**config.mk**
```make
export PLATFORM = sky130hd
export DESIGN_NAME = load_extend_unit
export DESIGN_NICKNAME = d
export VERILOG_FILES = /design/src/rtl/load_extend_unit.sv
export SDC_FILE = /design/constraint.sdc
export NUM_CORES = 1
export LEC_CHECK = 0
export CAP_MARGIN = 40
export CORE_MARGIN = 5
export CORE_UTILIZATION = 40
export DETAILED_ROUTE_END_ITERATION = 6
export HOLD_SLACK_MARGIN = 0.1
export PLACE_DENSITY = 0.66
export REMOVE_ABC_BUFFERS = 1
export SLEW_MARGIN = 5
export SYNTH_ARGS = -nofsm -noshare
export SYNTH_HDL_FRONTEND = slang
export SYNTH_SLANG_ARGS = --single-unit
```
**constraint.sdc**
```tcl
create_clock -name clk -period 4.7 [get_ports clk]
set_input_delay 0.47 -clock clk [delete_from_list [all_inputs] [get_ports clk]]
set_output_delay 0.47 -clock clk [all_outputs]
set_load 0.005 [all_outputs]
```
**src/rtl/load_extend_unit.sv**
```systemverilog
// Load-data aligner/extender: picks a byte/half/word/dword field out of a
// memory read word, extends it, and hands it on through a registered 2-entry skid buffer.
//
// Ports:
//   clk, rst_n               clock, async active-low reset
//   in_valid/in_ready        input handshake (in_ready is a pure register output)
//   in_data, in_off,         raw read word, byte offset,
//   in_size, in_signed       access size (00 b, 01 h, 10 w, 11 d), sign-extend flag
//   in_tag                   sideband tag, passed through unchanged
//   out_valid/out_ready      output handshake
//   out_data, out_tag        extended result and its tag
//   out_misalign             beat was misaligned or used an illegal size
//   misalign_cnt             saturating count of delivered misaligned beats

module load_extend_unit #(
    parameter int DATA_W = 32,
    parameter int OFF_W  = 2,
    parameter int TAG_W  = 5,
    parameter int CNT_W  = 16
) (
    input  logic              clk,
    input  logic              rst_n,
    input  logic              in_valid,
    output logic              in_ready,
    input  logic [DATA_W-1:0] in_data,
    input  logic [OFF_W-1:0]  in_off,
    input  logic [1:0]        in_size,
    input  logic              in_signed,
    input  logic [TAG_W-1:0]  in_tag,
    output logic              out_valid,
    input  logic              out_ready,
    output logic [DATA_W-1:0] out_data,
    output logic [TAG_W-1:0]  out_tag,
    output logic              out_misalign,
    output logic [CNT_W-1:0]  misalign_cnt
);

    logic [DATA_W-1:0] w_shift;
    logic [DATA_W-1:0] w_mask;
    logic [DATA_W-1:0] w_res;
    logic [6:0]        w_nbits;
    logic [OFF_W-1:0]  w_lowmask;
    logic              w_msb;
    logic              w_mis;

    // Field extraction: shift the field down to bit 0, keep the low nbits,
    // and fill the rest with the sign bit or zeros.
    always_comb begin
        w_shift   = in_data >> {in_off, 3'b000};
        w_nbits   = 7'd8 << in_size;
        // A full-width field shifts the ones completely out, giving an all-ones mask.
        w_mask    = ~({DATA_W{1'b1}} << w_nbits);
        w_lowmask = OFF_W'((1 << in_size) - 1);
        case (in_size)
            2'b00:   w_msb = w_shift[7];
            2'b01:   w_msb = w_shift[15];
            2'b10:   w_msb = w_shift[31];
            default: w_msb = w_shift[DATA_W-1];
        endcase
        w_mis = ((in_off & w_lowmask) != '0) ||
                ((DATA_W == 32) && (in_size == 2'b11));
        w_res = (w_shift & w_mask) |
                ({DATA_W{in_signed & w_msb}} & ~w_mask);
        if (w_mis) begin
            w_res = '0;
        end
    end

    logic              r_rdy;
    logic              r_m_valid;
    logic [DATA_W-1:0] r_m_data;
    logic [TAG_W-1:0]  r_m_tag;
    logic              r_m_mis;
    logic              r_s_valid;
    logic [DATA_W-1:0] r_s_data;
    logic [TAG_W-1:0]  r_s_tag;
    logic              r_s_mis;
    logic [CNT_W-1:0]  r_cnt;

    logic w_acc;
    logic w_pop;
    logic w_load_m;
    logic w_s_nxt;

    always_comb begin
        w_acc    = in_valid & r_rdy;
        w_pop    = r_m_valid & out_ready;
        w_load_m = ~r_m_valid | w_pop;
        // S drains whenever M reloads; it only fills when M is stuck.
        w_s_nxt  = w_load_m ? 1'b0 : (r_s_valid | w_acc);
    end

    always_ff @(posedge clk or negedge rst_n) begin
        if (!rst_n) begin
            r_rdy     <= 1'b0;
            r_m_valid <= 1'b0;
            r_m_data  <= '0;
            r_m_tag   <= '0;
            r_m_mis   <= 1'b0;
            r_s_valid <= 1'b0;
            r_s_data  <= '0;
            r_s_tag   <= '0;
            r_s_mis   <= 1'b0;
            r_cnt     <= '0;
        end else begin
            r_rdy     <= ~w_s_nxt;
            r_s_valid <= w_s_nxt;
            if (w_load_m) begin
                if (r_s_valid) begin
                    r_m_valid <= 1'b1;
                    r_m_data  <= r_s_data;
                    r_m_tag   <= r_s_tag;
                    r_m_mis   <= r_s_mis;
                end else if (w_acc) begin
                    r_m_valid <= 1'b1;
                    r_m_data  <= w_res;
                    r_m_tag   <= in_tag;
                    r_m_mis   <= w_mis;
                end else begin
                    r_m_valid <= 1'b0;
                end
            end else if (w_acc) begin
                r_s_data <= w_res;
                r_s_tag  <= in_tag;
                r_s_mis  <= w_mis;
            end
            if (w_pop && r_m_mis && (r_cnt != {CNT_W{1'b1}})) begin
                r_cnt <= r_cnt + 1'b1;
            end
        end
    end

    assign in_ready     = r_rdy;
    assign out_valid    = r_m_valid;
    assign out_data     = r_m_data;
    assign out_tag      = r_m_tag;
    assign out_misalign = r_m_mis;
    assign misalign_cnt = r_cnt;

endmodule

```
==> results of run 1 <==
area by class of cell:
cell class,count,area (um2),share of cell area [%]
Sequential cell,95,2380,38.7
Multi-Input combinational cell,341,2150,35.0
Timing Repair Buffer,110,1110,18.1
Clock buffer,10,239,3.89
Tap cell,143,179,2.91
Clock inverter,6,68.8,1.12
Inverter,4,15.0,0.244
critical path: stages:
cell and delay [ps]:
clkdlybuf4s50_1 410, buf_4 210, nor2_1 540, inv_1 160, ha_1 330, nor2b_1 60, nor2_2 360, nand3_1 610
o31ai_1 440
cell usage in the layout, fill, tap and decap left out, types with 9 or more instances in the layout:
cell type          n
a21oi_1           32
o22ai_1           15
mux2_2            15
nand2_1           60
clkbuf_16          9
o21ai_0           30
dfrtp_1           94
nand3_1           30
o21a_1            16
mux2i_1           22
clkdlybuf4s50_1  100
nor2_1            24
o31ai_1           15
sequential cells by signal (all words and copies together), names as in the netlist:
register / flops
in_ready: 1
misalign_cnt: 16
out_data: 32
out_misalign: 1
out_tag: 5
out_valid: 1
r_s_data: 32
r_s_mis: 1
r_s_tag: 5
r_s_valid: 1
stage by stage:
| stage | hold WS (ps) | instance area (um2) | power (mW) | cells | setup slack [ps] |
|---|---|---|---|---|---|
| final | 201 | 6140 | 2.49 | 709 | 1320 |
| after global routing | 264 | 6140 | 2.63 | 709 | 1160 |
| after CTS | 239 | 6140 | 2.52 | 709 | 1340 |
| after detailed placement | 471 | 5830 | 1.76 | 693 | 952 |
| after global placement | 445 | 5790 | 1.73 | 691 | 1230 |
| after floorplan | 174 | 4540 | 1.36 | 440 | 1860 |
worst paths after layout:
check	startpoint	cells after the start	slack, ps	endpoint
worst max-delay path	in_size[1]	9	1320	r_s_data[21]
worst min-delay path	rst_n	1	200	out_tag[2]
min in group clk	out_tag[2]	2	480	out_tag[2]
worst max register to register	out_valid	4	2690	r_s_data[12]
worst min register to register	out_tag[2]	2	480	out_tag[2]
max in group asynchronous	rst_n	2	3510	out_data[0]
where the power goes:
part / switching (mW) / total, mW / internal [mW] / leakage, nW
registers: 0.117 / 1.10 / 0.981 / 1.21
logic: 0.282 / 0.644 / 0.362 / 1.26
clock network: 0.322 / 0.752 / 0.430 / 0.149
total: 0.721 / 2.49 / 1.77 / 2.61
cell families after synthesis:
kind of cell	Yosys count
and+or+nand+nor	151
AOI/OAI and AO/OA	136
DFF	95
muxes	38
buffers and inverters	35
xor gates and xnor gates	13
adders and majority gates	3
per-layer routing:
layer	wire length, um	vias to the layer above	track usage (%)
li1	-	1873	-
met1	5660	1904	24.0
met2	5880	148	29.2
met3	893	7	4.95
met4	55	0	3.73
met5	0	-	0
==> impl_metrics.csv, run 1 <==
group,metric,value,unit
floorplan,die_x,118,um
detailed_routing,antenna_left,0,
placement,place.gp.congestion,0.835,
clock_network,holdBufCountCts,0,
sta,slew-limit-headroom,47.4,%
detailed_routing,routed-via-count,3932,
sta,slew_viol_final,0,
clock_network,cts-buffers-inserted,9,
clock_network,insertion_delay,340,ps
placement,io_buffers,101,
grt,grt_util_all_layers,17.9,%
detailed_routing,wirelength,12500,um
setup_path,path_max_fanout,21,
floorplan,ios,102,
logic_synthesis,async_flop_share,100,%
detailed_routing,post_drt_via_cell_ratio,5.55,
grt,grt_pass1_wl,20600,um
logic_synthesis,synth_top_family_by_area,"compound AO/OA/AOI/OAI gates",
detailed_routing,drt_iter0_drc,305,
hold_path,hold_class,"in -> async",
setup_path,crit_path_start_kind,"input port",
grt,grt_pass1_vias,4029,
logic_synthesis,synth_common_cells,"dfrtp_1 (95), nand2_1 (60), a21oi_1 (32)",
grt,antenna_found_initial,0,
clock_network,cts_root_buffer,"clkbuf_16",
clock_network,cts_setup_buffers,0,
power,vdd_drop_max,0.317,mV
clock_network,ctsHtreeMaxLevel,3,
detailed_routing,drc,0,
logic_synthesis,netlist_area,4670,um2
sta,hold_viol,0,
logic_synthesis,syn_inst,471,
clock_network,cts_tree,"built",
detailed_routing,wl_per_cell,17.6,um
logic_synthesis,synth.top_cell.area_share,50.9,%
final_layout,drive_gt1_share,9.19,%
setup_path,worstPathArrival,3610,ps
logic_synthesis,ys_seq_area_share,50.9,%
logic_synthesis,yosys.cell_types.count,44,
final_layout,fin_util,53.8,%
floorplan,row_count,39,
setup_path,endpoint_kind,"flop",
final_layout,area_growth,31.4,%
sta,finalCritPeriodShare,71.9,%
floorplan,fp.dieArea,13900,um2
run_status,outcome,"complete, no violations",
clock_network,postCtsResizedCells,0,
clock_network,clockBufferDepth,2,
setup_path,required,4930,ps
floorplan,fp.coreArea,11400,um2
logic_synthesis,synthSimpleGateAreaFrac,15.3,%
logic_synthesis,synth_edf_count,0,
detailed_routing,firstDrtPassIters,5,
sta,rsz0062_at_grt,"no",
sta,min_period,3380,ps
grt,grt_max_degree,61,
floorplan,start_util,40.9,%
logic_synthesis,yosys.area.top_type,"dfrtp_1",
sta,tightest_slew,789,ps
logic_synthesis,synth_xor_area_share,2.44,%
sta,max_freq,0.296,GHz
logic_synthesis,synth_mux_area_share,8.81,%
logic_synthesis,yosysMostFrequentCell,"dfrtp_1",
setup_path,path_class,"in -> reg",
logic_synthesis,yosys-top-cells-area,"dfrtp_1 (51%), nand2_1 (4.8%), mux2i_1 (4.7%)",
floorplan,die_h,118,um
logic_synthesis,synth_compound_area_share,18.6,%
placement,hpwlAfterDp,9000,um
final_layout,diodes,0,
final_layout,nets,609,
sta,report.final.setup_viol,0,
power,cellPowerDensity,406,nW/um2
power,p_leak,2.61,nW
clock_network,cts.sinks,95,
logic_synthesis,synthAdderAreaFrac,0.776,%
logic_synthesis,ys_warn_count,0,
sta,fin_setup_tns,0,ps
run,drv_cap,0,
sta,fin_skew,6.93,ps
clock_network,clk_pin_slew,70,ps
grt,gr-total-overflow,0,
final_layout,fill_cells,1068,
logic_synthesis,ys_seq_elements,95,
logic_synthesis,synthFlopType,"dfrtp_1",
logic_synthesis,synth.avg_cell_area,9.92,um2
(Power assumes the default switching activity.)
==> run 2: changes to the inputs <==
Clock period 4.7 ns to 3.51 ns, I/O delays scaled along.
==> run 2 against run 1 <==
Combinational power rose by 36%. Sequential share of layout area fell by 0.18 points. Wire length rose by 1.2%. Via count barely moved. Non-clock buffer count rose by 6. Power rose by 33%. Global-route usage rose by 0.32 points. Setup slack got worse by 270 ps. First-iteration DRC count rose by 3.0%. Clock-buffer cell count rose by 5. Final area rose by 0.47%.
==> impl_metrics.csv, run 2 (synthesis results as in run 1) <==
group,metric,value,unit
run_status,outcome,"complete, no violations",
power,total_power,3.31,mW
power,p_leak,2.64,nW
setup_path,path_class,"in -> reg",
detailed_routing,drt_iter0_drc,314,
final_layout,final_common_cell,"clkdlybuf4s50_1",
setup_path,path_buf_inv,2,
sta,slew-limit-headroom,59.8,%
clock_network,cts_tree,"built",
sta,finalCritPeriodShare,70.0,%
detailed_routing,routed-via-count,3935,
detailed_routing,drc,0,
setup_path,worstPathArrival,2710,ps
detailed_routing,post_drt_via_cell_ratio,5.50,
placement,place.gp.congestion,0.828,
final_layout,diodes,0,
hold_path,hold_class,"reg -> reg",
run,drv_cap,0,
floorplan,row_count,39,
floorplan,die_h,118,um
grt,grt_pass1_wl,20800,um
final_layout,area_growth,32.0,%
sta,report.final.setup_viol,0,
grt,grt_util_all_layers,18.2,%
floorplan,start_util,40.9,%
setup_path,path_max_fanout,15,
sta,min_period,2460,ps
floorplan,fp.coreArea,11400,um2
grt,grt_max_degree,62,
final_layout,final_cell_mix,"clkdlybuf4s50_1 (100), dfrtp_1 (94), nand2_1 (60)",
sta,fin_setup_tns,0,ps
setup_path,crit_chain,"clkdlybuf4s50_1, nor2_1, inv_1, ha_1, nor2b_1, or2_4, nor3_4, nand3_4, o22ai_1",
final_layout,drive_gt1_share,9.62,%
grt,antenna_found_initial,0,
detailed_routing,wirelength,12600,um
sta,rsz0062_at_grt,"no",
setup_path,crit_path_start_kind,"input port",
grt,gr-total-overflow,0,
clock_network,cts-buffers-inserted,9,
setup_path,required,3770,ps
placement,hpwlAfterDp,9030,um
detailed_routing,wl_per_cell,17.7,um
setup_path,crit_slowest_cell,"clkdlybuf4s50_1",
sta,hold_viol,0,
clock_network,cts_setup_buffers,0,
setup_path,crit_family,"simple AND/OR/NAND/NOR gates",
floorplan,die_x,118,um
placement,io_buffers,101,
sta,tightest_slew,603,ps
floorplan,fp.dieArea,13900,um2
setup_path,slowest_delay,540,ps
final_layout,nets,615,
sta,max_freq,0.407,GHz
setup_path,endpoint_kind,"flop",
clock_network,ctsHtreeMaxLevel,3,
grt,grt_pass1_vias,3998,
detailed_routing,firstDrtPassIters,5,
final_layout,fin_cells,715,
sta,fin_skew,8.15,ps
placement,dp_cells,698,
detailed_routing,antenna_left,0,
clock_network,clk_pin_slew,60,ps
clock_network,clockBufferDepth,2,
floorplan,ios,102,
power,vdd_drop_max,0.333,mV
power,cellPowerDensity,537,nW/um2
sta,slew_viol_final,0,
clock_network,insertion_delay,340,ps
clock_network,cts.sinks,95,
clock_network,cts_root_buffer,"clkbuf_16",
==> run 2: cell count changes in the layout (fill, tap and decap cells not counted), moves of 2 or more <==
| cell | previous run | this run |
|---|---|---|
| buf_4 | 8 | 13 |
| clkbuf_1 | 0 | 2 |
| clkbuf_8 | 1 | 4 |
| clkinv_4 | 2 | 0 |
==> run 2: power by group <==
| group | switching (mW) | internal [mW] |
|---|---|---|
| Clock | 0.408 | 0.562 |
| Combinational | 0.389 | 0.486 |
| Sequential | 0.152 | 1.31 |
| Total | 0.949 | 2.36 |
==> run 2: worst paths after layout <==
path	start	endpoint	slack [ps]	cells past startpoint
max	in_size[1]	out_data[31]	1050	9
min	r_s_data[11]	r_s_data[11]	470	2
max reg2reg	out_valid	out_data[31]	1560	5
min reg2reg	r_s_data[11]	r_s_data[11]	470	2
max in group asynchronous	rst_n	out_data[25]	2150	4
min in group asynchronous	rst_n	out_tag[2]	510	2
==> run 2: what timing repair did <==
item,4_1_cts,5_1_grt
hold endpoints to repair,33,0
gates resized for setup,0,0
hold buffers,1,0
==> run 2: routing by layer <==
layer | up-vias | wire length (um) | global-route usage, %
met2 | 136 | 5880 | 28.5
li1 | 1889 | - | -
met3 | 9 | 805 | 5.19
met4 | 0 | 107 | 4.23
met5 | - | 0 | 0
met1 | 1901 | 5860 | 25.2
==> run 2: per-stage QoR <==
step	cell area (um2)	setup WS, ps	hold slack (ps)	utilization (%)
after global routing	6170	955	499	54.0
after detailed placement	5860	716	348	51.3
after global placement	5820	832	451	51.0
after CTS	6170	1090	479	54.0
after floorplan	4540	734	55.4	-
final	6170	1050	471	54.0
==> run 2: cell type report <==
type	instances	area (um2)
Sequential cell	95	2380
Inverter	4	15.0
Multi-Input combinational cell	341	2150
Clock buffer	15	288
Clock inverter	1	8.76
Fill cell	1086	5250
Tap cell	143	179
Timing Repair Buffer	116	1150
==> run 2: worst min-delay path: cells and delay by family, from the launching register on <==
family           cells  cell delay, ps
and+or+nand+nor      2             100
DFF                  1             340
==> run 3: changes to the inputs <==
Settings changed: PLACE_DENSITY 0.66 to 0.68.
Clock period 3.51 ns to 2.25 ns, I/O delays scaled along.
==> run 3 against run 2 <==
Largest cell class unchanged. Core utilization increased by 1.4 points. Register-to-register slack got worse by 1200 ps. Clock skew increased by 2.0 ps. Clock-buffer cell count decreased by 5. First-iteration DRC count increased by 3.2%. Combinational power increased by 59%.
==> impl_metrics.csv, run 3 (synthesis results as in run 1) <==
group,metric,value,unit
setup_path,required,2500,ps
final_layout,multi_input_area,2150,um2
final_layout,area_growth,35.4,%
sta,fin_setup_tns,0,ps
floorplan,die_h,118,um
detailed_routing,firstDrtPassIters,4,
sta,setup_slack,256,ps
detailed_routing,post_drt_via_cell_ratio,5.45,
final_layout,seqCellArea,2380,um2
sta,tightest_slew,699,ps
setup_path,r2r-start,"misalign_cnt[3]",
placement,place.gp.congestion,0.900,
detailed_routing,wl_per_cell,16.9,um
sta,slew-limit-headroom,53.4,%
sta,rsz0062_at_grt,"no",
grt,gr-total-overflow,0,
clock_network,ctsHtreeMaxLevel,3,
clock_network,cts_root_buffer,"clkbuf_16",
clock_network,insertion_delay,350,ps
sta,holdWs,478,ps
setup_path,worstPathArrival,2250,ps
final_layout,nets,629,
grt,grt_pass1_vias,4032,
clock_network,clk_pin_slew,60,ps
sta,report.final.setup_viol,0,
sta,slew_viol_final,0,
grt,grt_max_degree,52,
run,drv_cap,0,
sta,min_period,1990,ps
sta,fin_skew,10.2,ps
final_layout,drive_gt1_share,11.8,%
placement,hpwlAfterDp,9030,um
final_layout,fin_util,55.4,%
setup_path,rrSetupSlack,400,ps
run_status,outcome,"complete, no violations",
detailed_routing,routed-via-count,3970,
setup_path,path_class,"in -> reg",
final_layout,fill_cells,1020,
floorplan,ios,102,
grt,grt_pass1_wl,20900,um
clock_network,cts-buffers-inserted,9,
detailed_routing,wirelength,12300,um
clock_network,clockBufferDepth,2,
floorplan,row_count,39,
setup_path,crit_path_start_kind,"input port",
power,cellPowerDensity,855,nW/um2
hold_path,hold_class,"in -> async",
setup_path,worstReg2RegEnd,"misalign_cnt[1]",
placement,dpl-instance-area,5980,um2
final_layout,diodes,0,
sta,max_freq,0.501,GHz
clock_network,cts_tree,"built",
sta,finalCritPeriodShare,88.6,%
clock_network,cts.sinks,95,
power,p_leak,2.73,nW
placement,dp_slack,-81.8,ps
detailed_routing,drc,0,
final_layout,design_area,6330,um2
floorplan,die_x,118,um
detailed_routing,drt_iter0_drc,324,
floorplan,fp.coreArea,11400,um2
final_layout,final_common_cell,"clkdlybuf4s50_1",
sta,hold_viol,0,
power,vdd_drop_max,0.488,mV
placement,io_buffers,101,
floorplan,start_util,40.9,%
floorplan,fp.dieArea,13900,um2
setup_path,path_max_fanout,15,
final_layout,final_cell_mix,"clkdlybuf4s50_1 (100), dfrtp_1 (95), nand2_1 (60)",
setup_path,endpoint_kind,"flop",
grt,grt_util_all_layers,18.2,%
clock_network,cts_setup_buffers,0,
detailed_routing,antenna_left,0,
grt,antenna_found_initial,0,
setup_path,rr_worst_depth,5,
-- run 3: report_power, final --
group          internal, mW  leakage (nW)  switching, mW  total (mW)
logic                 0.782          1.35          0.607        1.39
clock network          1.08         0.166          0.647        1.73
registers              2.05          1.21          0.235        2.29
-- run 3: area by class of cell --
cell class / instances / area share [%]
Clock inverter: 6 / 1.72
Tap cell: 143 / 2.83
Multi-Input combinational cell: 341 / 34.0
Clock buffer: 10 / 3.62
Inverter: 4 / 0.237
Sequential cell: 95 / 37.6
Timing Repair Buffer: 130 / 20.0
-- run 3: worst max-delay path: stages --
cell	delay, ps
clkdlybuf4s50_1	480
nor2_1	170
inv_1	80
ha_1	270
nor2b_1	50
or2_4	260
nor3_4	220
nand3_4	230
o22ai_1	250
-- run 3: what timing repair did --
item / 4_1_cts / 5_1_grt
hold buffers: 1 / 0
hold endpoints to repair: 49 / 0
gates resized for setup: 0 / 0
-- run 3: worst max path at each step --
| stage | cells past startpoint | end | from | slack, ps |
|---|---|---|---|---|
| 2_1_floorplan | 4 | r_s_data[14] | out_valid | -530 |
| 3_3_place_gp | 9 | out_data[27] | in_size[0] | -0.6 |
| 3_5_place_dp | 9 | out_data[27] | in_size[1] | -80 |
| 4_1_cts | 9 | out_data[24] | in_size[1] | 280 |
| 5_1_grt | 9 | out_data[22] | in_size[1] | 130 |
| 6_report | 9 | out_data[24] | in_size[1] | 260 |
-- run 3: routing by layer --
metal	part of all wire, %	vias up	GRT usage (%)
li1	-	1923	-
met1	48	1903	25.9
met2	44	138	27.6
met3	6.5	6	4.90
met4	0.63	0	4.52
met5	0	-	0
-- run 3: metrics by stage --
stage	std cells	power (mW)
detailed placement	712	3.71
global route	729	5.72
finish	729	5.41
CTS	729	5.46
global placement	712	3.67
floorplan	440	2.84
